**src/rtl/intr_ack_sequencer.sv**
```systemverilog
// intr_ack_sequencer: two-pulse INTA sequencer that captures the PIC vector byte and offers it over valid/ready
module intr_ack_sequencer #(
  parameter int PULSE_CYCLES = 2,
  parameter int GAP_CYCLES = 2
) (
  input  logic       clock,
  input  logic       reset,
  input  logic       interrupt_to_cpu,
  input  logic       cpu_int_enable,
  input  logic [7:0] data_bus_in,
  output logic       interrupt_acknowledge_n,
  output logic       vector_valid,
  output logic [7:0] vector,
  output logic       vector_spurious,
  input  logic       vector_ready,
  output logic       busy
);
  localparam int MX = (PULSE_CYCLES > GAP_CYCLES) ? PULSE_CYCLES : GAP_CYCLES;
  localparam int CW = $clog2(MX) + 1;
  localparam logic [CW-1:0] PL = CW'(PULSE_CYCLES - 1);
  localparam logic [CW-1:0] GL = CW'(GAP_CYCLES - 1);
  typedef enum logic [2:0] {IDLE, ACK1, GAP, ACK2, HOLD} state_t;
  state_t state, state_nxt;
  logic [CW-1:0] cnt, cnt_nxt;
  logic int_m, int_s, cap;
  always_ff @(posedge clock) begin
    if (reset) begin
      int_m <= 1'b0;
      int_s <= 1'b0;
      state <= IDLE;
      cnt <= '0;
      interrupt_acknowledge_n <= 1'b1;
      vector <= 8'h00;
      vector_spurious <= 1'b0;
    end else begin
      int_m <= interrupt_to_cpu;
      int_s <= int_m;
      state <= state_nxt;
      cnt <= cnt_nxt;
      // registered from next state so INTA# tracks ACK1/ACK2 without glitches
      interrupt_acknowledge_n <= !(state_nxt == ACK1 || state_nxt == ACK2);
      if (cap) begin
        vector <= data_bus_in;
        vector_spurious <= ~int_s;
      end
    end
  end
  always_comb begin
    state_nxt = state;
    cnt_nxt = cnt;
    cap = 1'b0;
    case (state)
      IDLE: if (int_s && cpu_int_enable) begin
        state_nxt = ACK1;
        cnt_nxt = PL;
      end
      ACK1: if (cnt == '0) begin
        state_nxt = GAP;
        cnt_nxt = GL;
      end else cnt_nxt = cnt - CW'(1);
      GAP: if (cnt == '0) begin
        state_nxt = ACK2;
        cnt_nxt = PL;
      end else cnt_nxt = cnt - CW'(1);
      ACK2: if (cnt == '0) begin
        state_nxt = HOLD;
        cap = 1'b1;
      end else cnt_nxt = cnt - CW'(1);
      HOLD: state_nxt = vector_ready ? IDLE : HOLD;
      default: state_nxt = IDLE;
    endcase
  end
  assign vector_valid = state == HOLD;
  assign busy = state != IDLE;
endmodule

```
**config.mk**
```make
export PLATFORM = sky130hd
export DESIGN_NAME = intr_ack_sequencer
export DESIGN_NICKNAME = d
export VERILOG_FILES = /design/src/rtl/intr_ack_sequencer.sv
export SDC_FILE = /design/constraint.sdc
export NUM_CORES = 1
export LEC_CHECK = 0
export CORE_ASPECT_RATIO = 1.25
export CORE_UTILIZATION = 43
export CTS_CLUSTER_SIZE = 14
export DETAILED_ROUTE_END_ITERATION = 10
export PLACE_DENSITY = 0.78
export SLEW_MARGIN = 5
export SYNTH_ARGS = -nofsm -noshare
export SYNTH_HDL_FRONTEND = slang
export SYNTH_SLANG_ARGS = --single-unit
```
**constraint.sdc**
```tcl
create_clock -name clock -period 1.5 [get_ports clock]
set_input_delay 0.3 -clock clock [delete_from_list [all_inputs] [get_ports clock]]
set_output_delay 0.3 -clock clock [all_outputs]
set_load 0.05 [all_outputs]
```
# Word level (Yosys, flattened, before mapping)
# Cells that the tools add are included.
# classes
n_addsub	1
n_eq_ne	8
n_mux	12
bitwise_logic	1
reduce_logical	9
# ops
op	n
$mux W3	5
$pmux W3 S5	1
$eq A3 B2 Y1 const B	3
$eq A3 B1 Y1 const B	2
$mux W2	3
$pmux W2 S3	1
$reduce_bool A3 Y1	2
$ne A2 B2 Y1 const B	2
$eq A3 B3 Y1 const B	1
$logic_not A3 Y1	1
$reduce_and A3 Y1	1
$logic_not A2 Y1	1
$mux W1	2
$reduce_or A2 Y1	1
$sub A2 B1 Y2 const B	1
$logic_and A1 B1 Y1	1
$logic_not A1 Y1	1
$logic_or A1 B1 Y1	1
$not A1 Y1	1
# totals
reg_bits	17
inputBits	13
out_inout_bits	12
wordCells	38

# Depth between registers and ports, before layout
# Gate-level depths: netlist of the first run.
# logic_depth
depth_word	6
mapped_depth	6
depth_no_buf	5

# Least setup slack after synthesis of the first run
# OpenSTA, ideal clock, no wires.
# synth_timing
kind	reg2out
startpoint	reg state[1]
endpoint	out vector_valid
arrival_ps	1545
t_required_ps	1200
setup_slack_ps	-345
stages_incl_launch_ff	3
n_path_buf	1
path_cell_list	dfxtp_1 buf_4 nor3_1
# synth_via
elab_chain_cells	1
# synth_lines
item	line	rtl
start, declared	23	state_t state, state_nxt;
start signal, assigned	38	state <= state_nxt;
$eq A3 B3 Y1	73	assign vector_valid = state == HOLD;
end, declared	12	output logic vector_valid,
# Every way passes these cells.

# Final worst setup path of the first run
# Same ends and word-level chain as after synthesis.

==> results of run 1 <==
## through the flow
step	total power, mW	TNS, ns	utilization, %	setup WS (ns)
finish	1.324	0	75.72	0.02441
global route	1.388	-0.004262	75.72	-0.003450
CTS	1.276	0	72.76	0.002807
detailed placement	1.018	-0.004776	69.95	-0.004776
global placement	0.9970	0	69.95	0.04629
floorplan	0.8270	0	-	0.07630
## where the power goes
group          internal, mW  total [mW]  switching [mW]
clock network        0.0994       0.242           0.142
registers             0.503       0.573          0.0701
logic                 0.258       0.510           0.251
## timing repair
item	CTS	global route
setup endpoints to repair	3	13
endpoints found under the hold margin	0	0
gates resized for setup	7	5
pin swaps	1	1
setup buffers	0	4
## cell type report
class	instances	area [um^2]
Tap cell	18	22.52
Multi-Input combinational cell	58	352.8
Clock inverter	1	5.005
Inverter	3	11.26
Clock buffer	3	22.52
Timing Repair Buffer	31	416.7
Fill cell	107	379.1
Sequential cell	17	351.6
## path summary, 6_finish.rpt
check | from | endpoint | slack, ns | cells past startpoint
max | state[1] | vector_valid | 0.02 | 3
min | int_m | int_s | 0.45 | 1
max reg2reg | cnt[0] | cnt[0] | 0.07 | 5
min reg2reg | int_m | int_s | 0.45 | 1
## layer usage
| layer | vias up | routed length (um) | global-route usage, % |
|---|---|---|---|
| li1 | 345 | - | - |
| met1 | 318 | 687 | 22.19 |
| met2 | 30 | 752 | 29.00 |
| met3 | 5 | 90 | 2.791 |
| met4 | 0 | 34 | 8.276 |
| met5 | - | 0 | 0 |
## cells by family (layout without fill, tap and decap cells)
| kind of cell | after synthesis | after routing | share of synthesized area, % |
|---|---|---|---|
| fa+ha+maj | 2 | 2 | 3.460 |
| xor+xnor | 1 | 1 | 1.211 |
| flops | 17 | 17 | 47.06 |
| buf+inv | 8 | 38 | 7.265 |
| simple gates | 33 | 33 | 21.28 |
| compound gates | 22 | 22 | 19.73 |
## worst max-delay path: stages (launching register included)
cell and delay (ns):
dfxtp_4 0.38, buf_6 0.13, nor3_4 0.21, buf_12 0.16
## flip-flops by register name, indices dropped and copies added, names as in the netlist
| signal | cells |
|---|---|
| vector | 8 |
| cnt | 2 |
| vector_spurious | 1 |
| int_s | 1 |
| state | 3 |
| int_m | 1 |
| interrupt_acknowledge_n | 1 |
## cells in the final DEF, fill, tap and decap left out, types with 2 or more instances in the layout
| cell | instances |
|---|---|
| dfxtp_1 | 14 |
| buf_4 | 6 |
| a21oi_1 | 11 |
| dfxtp_4 | 3 |
| nor2b_1 | 2 |
| nand2_1 | 20 |
| nor2_1 | 2 |
| clkdlybuf4s50_1 | 12 |
| clkbuf_4 | 3 |
| buf_12 | 12 |
| o21ai_0 | 2 |
| inv_1 | 3 |
==> key figures, run 1 <==
Run status
  • Status: finished, final reports clean

CTS
  • Clk buf depth: 2
  • CTS tree: done
  • Post-CTS Hold Buffers: 0
  • Clock transition at the registers of the reported paths: 0.09 ns
  • Clk sinks: 17
  • CTS Buf Count: 3
  • Root buffer cell: clkbuf_4
  • H-tree depth: 1
  • Clk Latency, worst-skew pair: 0.29 ns

Critical path
  • CP arrival: 1.18 ns
  • Crit start category: flop
  • CP Capture Type: primary output
  • Worst EP required: 1.20 ns
  • Crit Path Max Fanout: 5
  • CP Class: reg -> out

Yosys
  • YS warnings: 0
  • Seq cells post-synth: 17
  • Synthesized area: 723.2 um^2
  • Post-synth ARST share: 0%
  • Top cells by area, synth: dfxtp_1 (47%), nand2_1 (10%), a21oi_1 (7.6%)
  • Syn_nets: 98
  • Mapped Cells: 83
  • Syn Area/Cell: 8.713 um^2
  • Synth top area share: 47.06%
  • Synth top cells by count: nand2_1 (20), dfxtp_1 (17), a21oi_1 (11)
  • Synth area leader: dfxtp_1
  • Top-count cell post-synth: nand2_1
  • Number of synthesized flops with an enable pin: 0
  • Top FF cell, synth: dfxtp_1
  • Post-synth cell types: 28
  • Register area share after synthesis: 47.06%

Floorplan
  • Die X: 38.68 um
  • Core area: 1562 um^2
  • Initial Utilization: 46.31%
  • I/O pin count: 25
  • Die area: 1851 um^2
  • Rows: 16
  • Die height: 47.85 um

Route
  • Iter 0 DRT Violations: 10
  • Final ANT Viol Nets: 0
  • Via/cell ratio: 5.328
  • Via Count: 698
  • Drt first pass iters: 4
  • DRT Wirelength: 1564 um
  • DR WL/cell: 11.94 um
  • Post-route DRC: 0

Flow run
  • Max cap viols: 0

Timing
  • RSZ-0062 raised after global routing: true
  • Max-Slew Margin vs Limit: 73.67%
  • Final Setup Violations: 0
  • Achievable frequency: 677.7 MHz
  • Final min period: 1.476 ns
  • Final hold vios: 0
  • Slew Viols, Final: 0
  • Fin crit share: 98.37%
  • Worst slew pin tran: 0.3929 ns
  • Final hold slack: 0.4513 ns
  • Worst-case clock skew: 0.003329 ns

GRT
  • Congestion Overflow GR: 0
  • Initial antenna violation count: 0
  • First-pass GRT wire length: 2277 um
  • Largest net degree at the start of global routing: 13
  • Vias in the first global route: 546
  • All-Layer GR Usage: 17.52%

Layout
  • Post-Layout Cell Count: 131
  • Final #Nets: 129
  • N_diodes: 0
  • Finished Cell Area: 1182 um^2
  • Layout area overhead: 63.49%
  • Layout cells sized above 1: 27.43%

Power
  • Pwr dens: 1120 nW/um^2
  • Leakage Power: 0.4586 nW
  • VDD IR max: 0.8747 mV

Placed design
  • Dpl cells: 123
  • IO buf count: 24
  • Placed Instance Area: 1092 um^2
  • RD Place Congestion: 0.7482
  • HPWL after DPL: 1114 um

Min path
  • Hold Crit Class: reg -> reg
No activity file was read; power rests on OpenSTA's default activity.
==> inputs of run 2 (changes only) <==
--- a/config.mk
+++ b/config.mk
@@ -5,11 +5,12 @@
 export SDC_FILE = /design/constraint.sdc
 export NUM_CORES = 1
 export LEC_CHECK = 0
+export ABC_AREA = 1
 export CORE_ASPECT_RATIO = 1.25
-export CORE_UTILIZATION = 43
+export CORE_UTILIZATION = 42
 export CTS_CLUSTER_SIZE = 14
 export DETAILED_ROUTE_END_ITERATION = 10
-export PLACE_DENSITY = 0.78
+export PLACE_DENSITY = 0.75
 export SLEW_MARGIN = 5
 export SYNTH_ARGS = -nofsm -noshare
 export SYNTH_HDL_FRONTEND = slang
==> run 2 against run 1 <==
Net effect:
- critical path depth unchanged
- maximum frequency up 0.75%
- design area shrank 4.1%
- core utilization is 4.0 points lower
- die area grew 0.58%
- sequential power shrank 7.2%
- final cell count grew 6.9%
==> key figures, run 2 <==
Run status
  • Status: finished, final reports clean

CTS
  • H-tree depth: 1
  • Root buffer cell: clkbuf_4
  • CTS tree: done
  • Clk Latency, worst-skew pair: 0.29 ns
  • Clk buf depth: 2
  • Clock transition at the registers of the reported paths: 0.09 ns
  • CTS Buf Count: 3
  • Post-CTS Hold Buffers: 0
  • Clk sinks: 17

Layout
  • Number of flip-flops in the largest register: 8
  • Reg with most FFs: vector
  • Area of the multi-input gates: 317.8 um^2
  • Largest regs: vector x8, state x3, cnt x2
  • Final #Nets: 138
  • N_diodes: 0
  • Register area: 346.6 um^2
  • Filler instances: 117
  • Layout cells sized above 1: 23.77%
  • Most frequent cells in the layout: nor2_1 (27), nand2_1 (14), dfxtp_1 (14)
  • Layout area overhead: 59.51%
  • Commonest non-fill, non-tap cell in the layout: nor2_1

Floorplan
  • I/O pin count: 25
  • Die X: 38.79 um
  • Die height: 47.99 um
  • Initial Utilization: 44.94%
  • Rows: 16
  • Core area: 1582 um^2
  • Die area: 1862 um^2

Yosys
  • Syn Area/Cell: 7.560 um^2
  • Synth top area share: 47.89%
  • Synth area leader: dfxtp_1
  • Top-count cell post-synth: nor2_1
  • Mapped Cells: 94
  • Top cells by area, synth: dfxtp_1 (48%), nor2_1 (15%), nand2_1 (7.4%)
  • Top FF cell, synth: dfxtp_1
  • Register area share after synthesis: 47.89%
  • Synth top cells by count: nor2_1 (28), dfxtp_1 (17), nand2_1 (14)
  • YS warnings: 0
  • Seq cells post-synth: 17
  • Number of synthesized flops with an enable pin: 0
  • Syn_nets: 109
  • Post-synth cell types: 19
  • Post-synth ARST share: 0%
  • Synthesized area: 710.7 um^2

Timing
  • Achievable frequency: 682.8 MHz
  • Final min period: 1.465 ns
  • Fin crit share: 97.64%
  • Max-Slew Margin vs Limit: 80.21%
  • Final hold slack: 0.4207 ns
  • Final Setup Violations: 0
  • Worst-case clock skew: 0.0007288 ns
  • Worst slew pin tran: 0.2965 ns
  • Slew Viols, Final: 0
  • Final hold vios: 0

Route
  • Iter 0 DRT Violations: 10
  • Post-route DRC: 0
  • Via Count: 678
  • Via/cell ratio: 4.843
  • DRT Wirelength: 1638 um
  • Drt first pass iters: 4
  • DR WL/cell: 11.70 um
  • Final ANT Viol Nets: 0

GRT
  • Congestion Overflow GR: 0
  • First-pass GRT wire length: 2497 um
  • Vias in the first global route: 615
  • Initial antenna violation count: 0
  • Largest net degree at the start of global routing: 12
  • All-Layer GR Usage: 19.19%

Critical path
  • Crit Path Max Fanout: 5
  • CP Buf/Inv Count: 2
  • CP Capture Type: primary output
  • CP arrival: 1.16 ns
  • Crit-path leading delay family: flip-flops
  • CP Class: reg -> out
  • R2r setup slk: 0.12 ns
  • CP max-delay cell: dfxtp_4
  • Critical Path Max Stage Delay: 0.40 ns
  • Crit-path cells: inv_2, nor3_4, buf_12
  • Worst EP required: 1.20 ns
  • Crit start category: flop

Power
  • VDD IR max: 0.5104 mV
  • Leakage Power: 0.5119 nW
  • Power Total: 1.103 mW
  • Pwr dens: 972.6 nW/um^2

Min path
  • Hold Crit Class: reg -> reg

Placed design
  • RD Place Congestion: 0.7722
  • IO buf count: 24
  • HPWL after DPL: 1228 um

Flow run
  • Max cap viols: 0
-- run 2: changes by cell type after synthesis, sizes merged, moves of 2 or more --
cell and change:
a21oi -9, buf -2, inv +9, nand2 -6, nand3 +3, nor2 +25, nor2b -2, o21ai +6
-- run 2: timing repair --
action                                  in CTS  in global routing
endpoints found under the setup margin       2                 11
buffers inserted                             0                  1
pin swaps                                    0                  1
gates resized for setup                      3                  6
-- run 2: logic make-up after synthesis --
family          after synthesis  share of synthesized area, %
simple gates                 51                         30.28
flops                        17                         47.89
buf+inv                      14                         10.74
compound gates               10                         7.570
fa+ha+maj                     2                         3.521
-- run 2: worst paths after layout --
path                            startpoint      endpoint  depth (start not counted)
worst max register to register      cnt[0]     vector[3]                          7
worst min register to register       int_m         int_s                          2
worst max-delay path              state[2]  vector_valid                          3
worst min-delay path                 int_m         int_s                          2
-- run 2: layout make-up --
cell class | instances | share of cell area [%]
multi-input combinational | 63 | 28.04
inverter | 12 | 3.974
clock buffer | 4 | 2.318
sequential | 17 | 30.57
timing repair buffer | 26 | 33.11
tap | 18 | 1.987
-- run 2: stage by stage --
stage	util, %	cell area [um^2]	worst slack, ns	instances	setup TNS [ns]
after CTS	70.25	1111	0.02893	139	0
final	71.68	1134	0.03545	140	0
after floorplan	-	715.7	0.09026	94	0
after global placement	67.96	1075	0.1715	135	0
after global routing	71.68	1134	-0.006610	140	-0.006610
after detailed placement	67.96	1075	0.06956	135	0
-- run 2: power by group --
part | internal, mW | leakage, nW | switching, mW
Clock | 0.104 | 0.0150 | 0.142
Sequential | 0.487 | 0.140 | 0.0450
Combinational | 0.151 | 0.357 | 0.174
-- run 2: worst min-delay path, delay by kind of cell, from the launching register on --
family / cells / cell delay, ns
DFF: 1 / 0.32
and+or+nand+nor: 1 / 0.03
buffers and inverters: 1 / 0.04
-- run 2: routing by layer --
layer  share of wire [%]  global-route usage [%]  up-vias  wire length [um]
li1                    -                       -      345                 -
met1                  41                   22.00      307               677
met2                  53                   36.33       23               866
met3                 4.7                   3.721        3                77
met4                0.98                   4.138        0                16
met5                   0                       0        -                 0
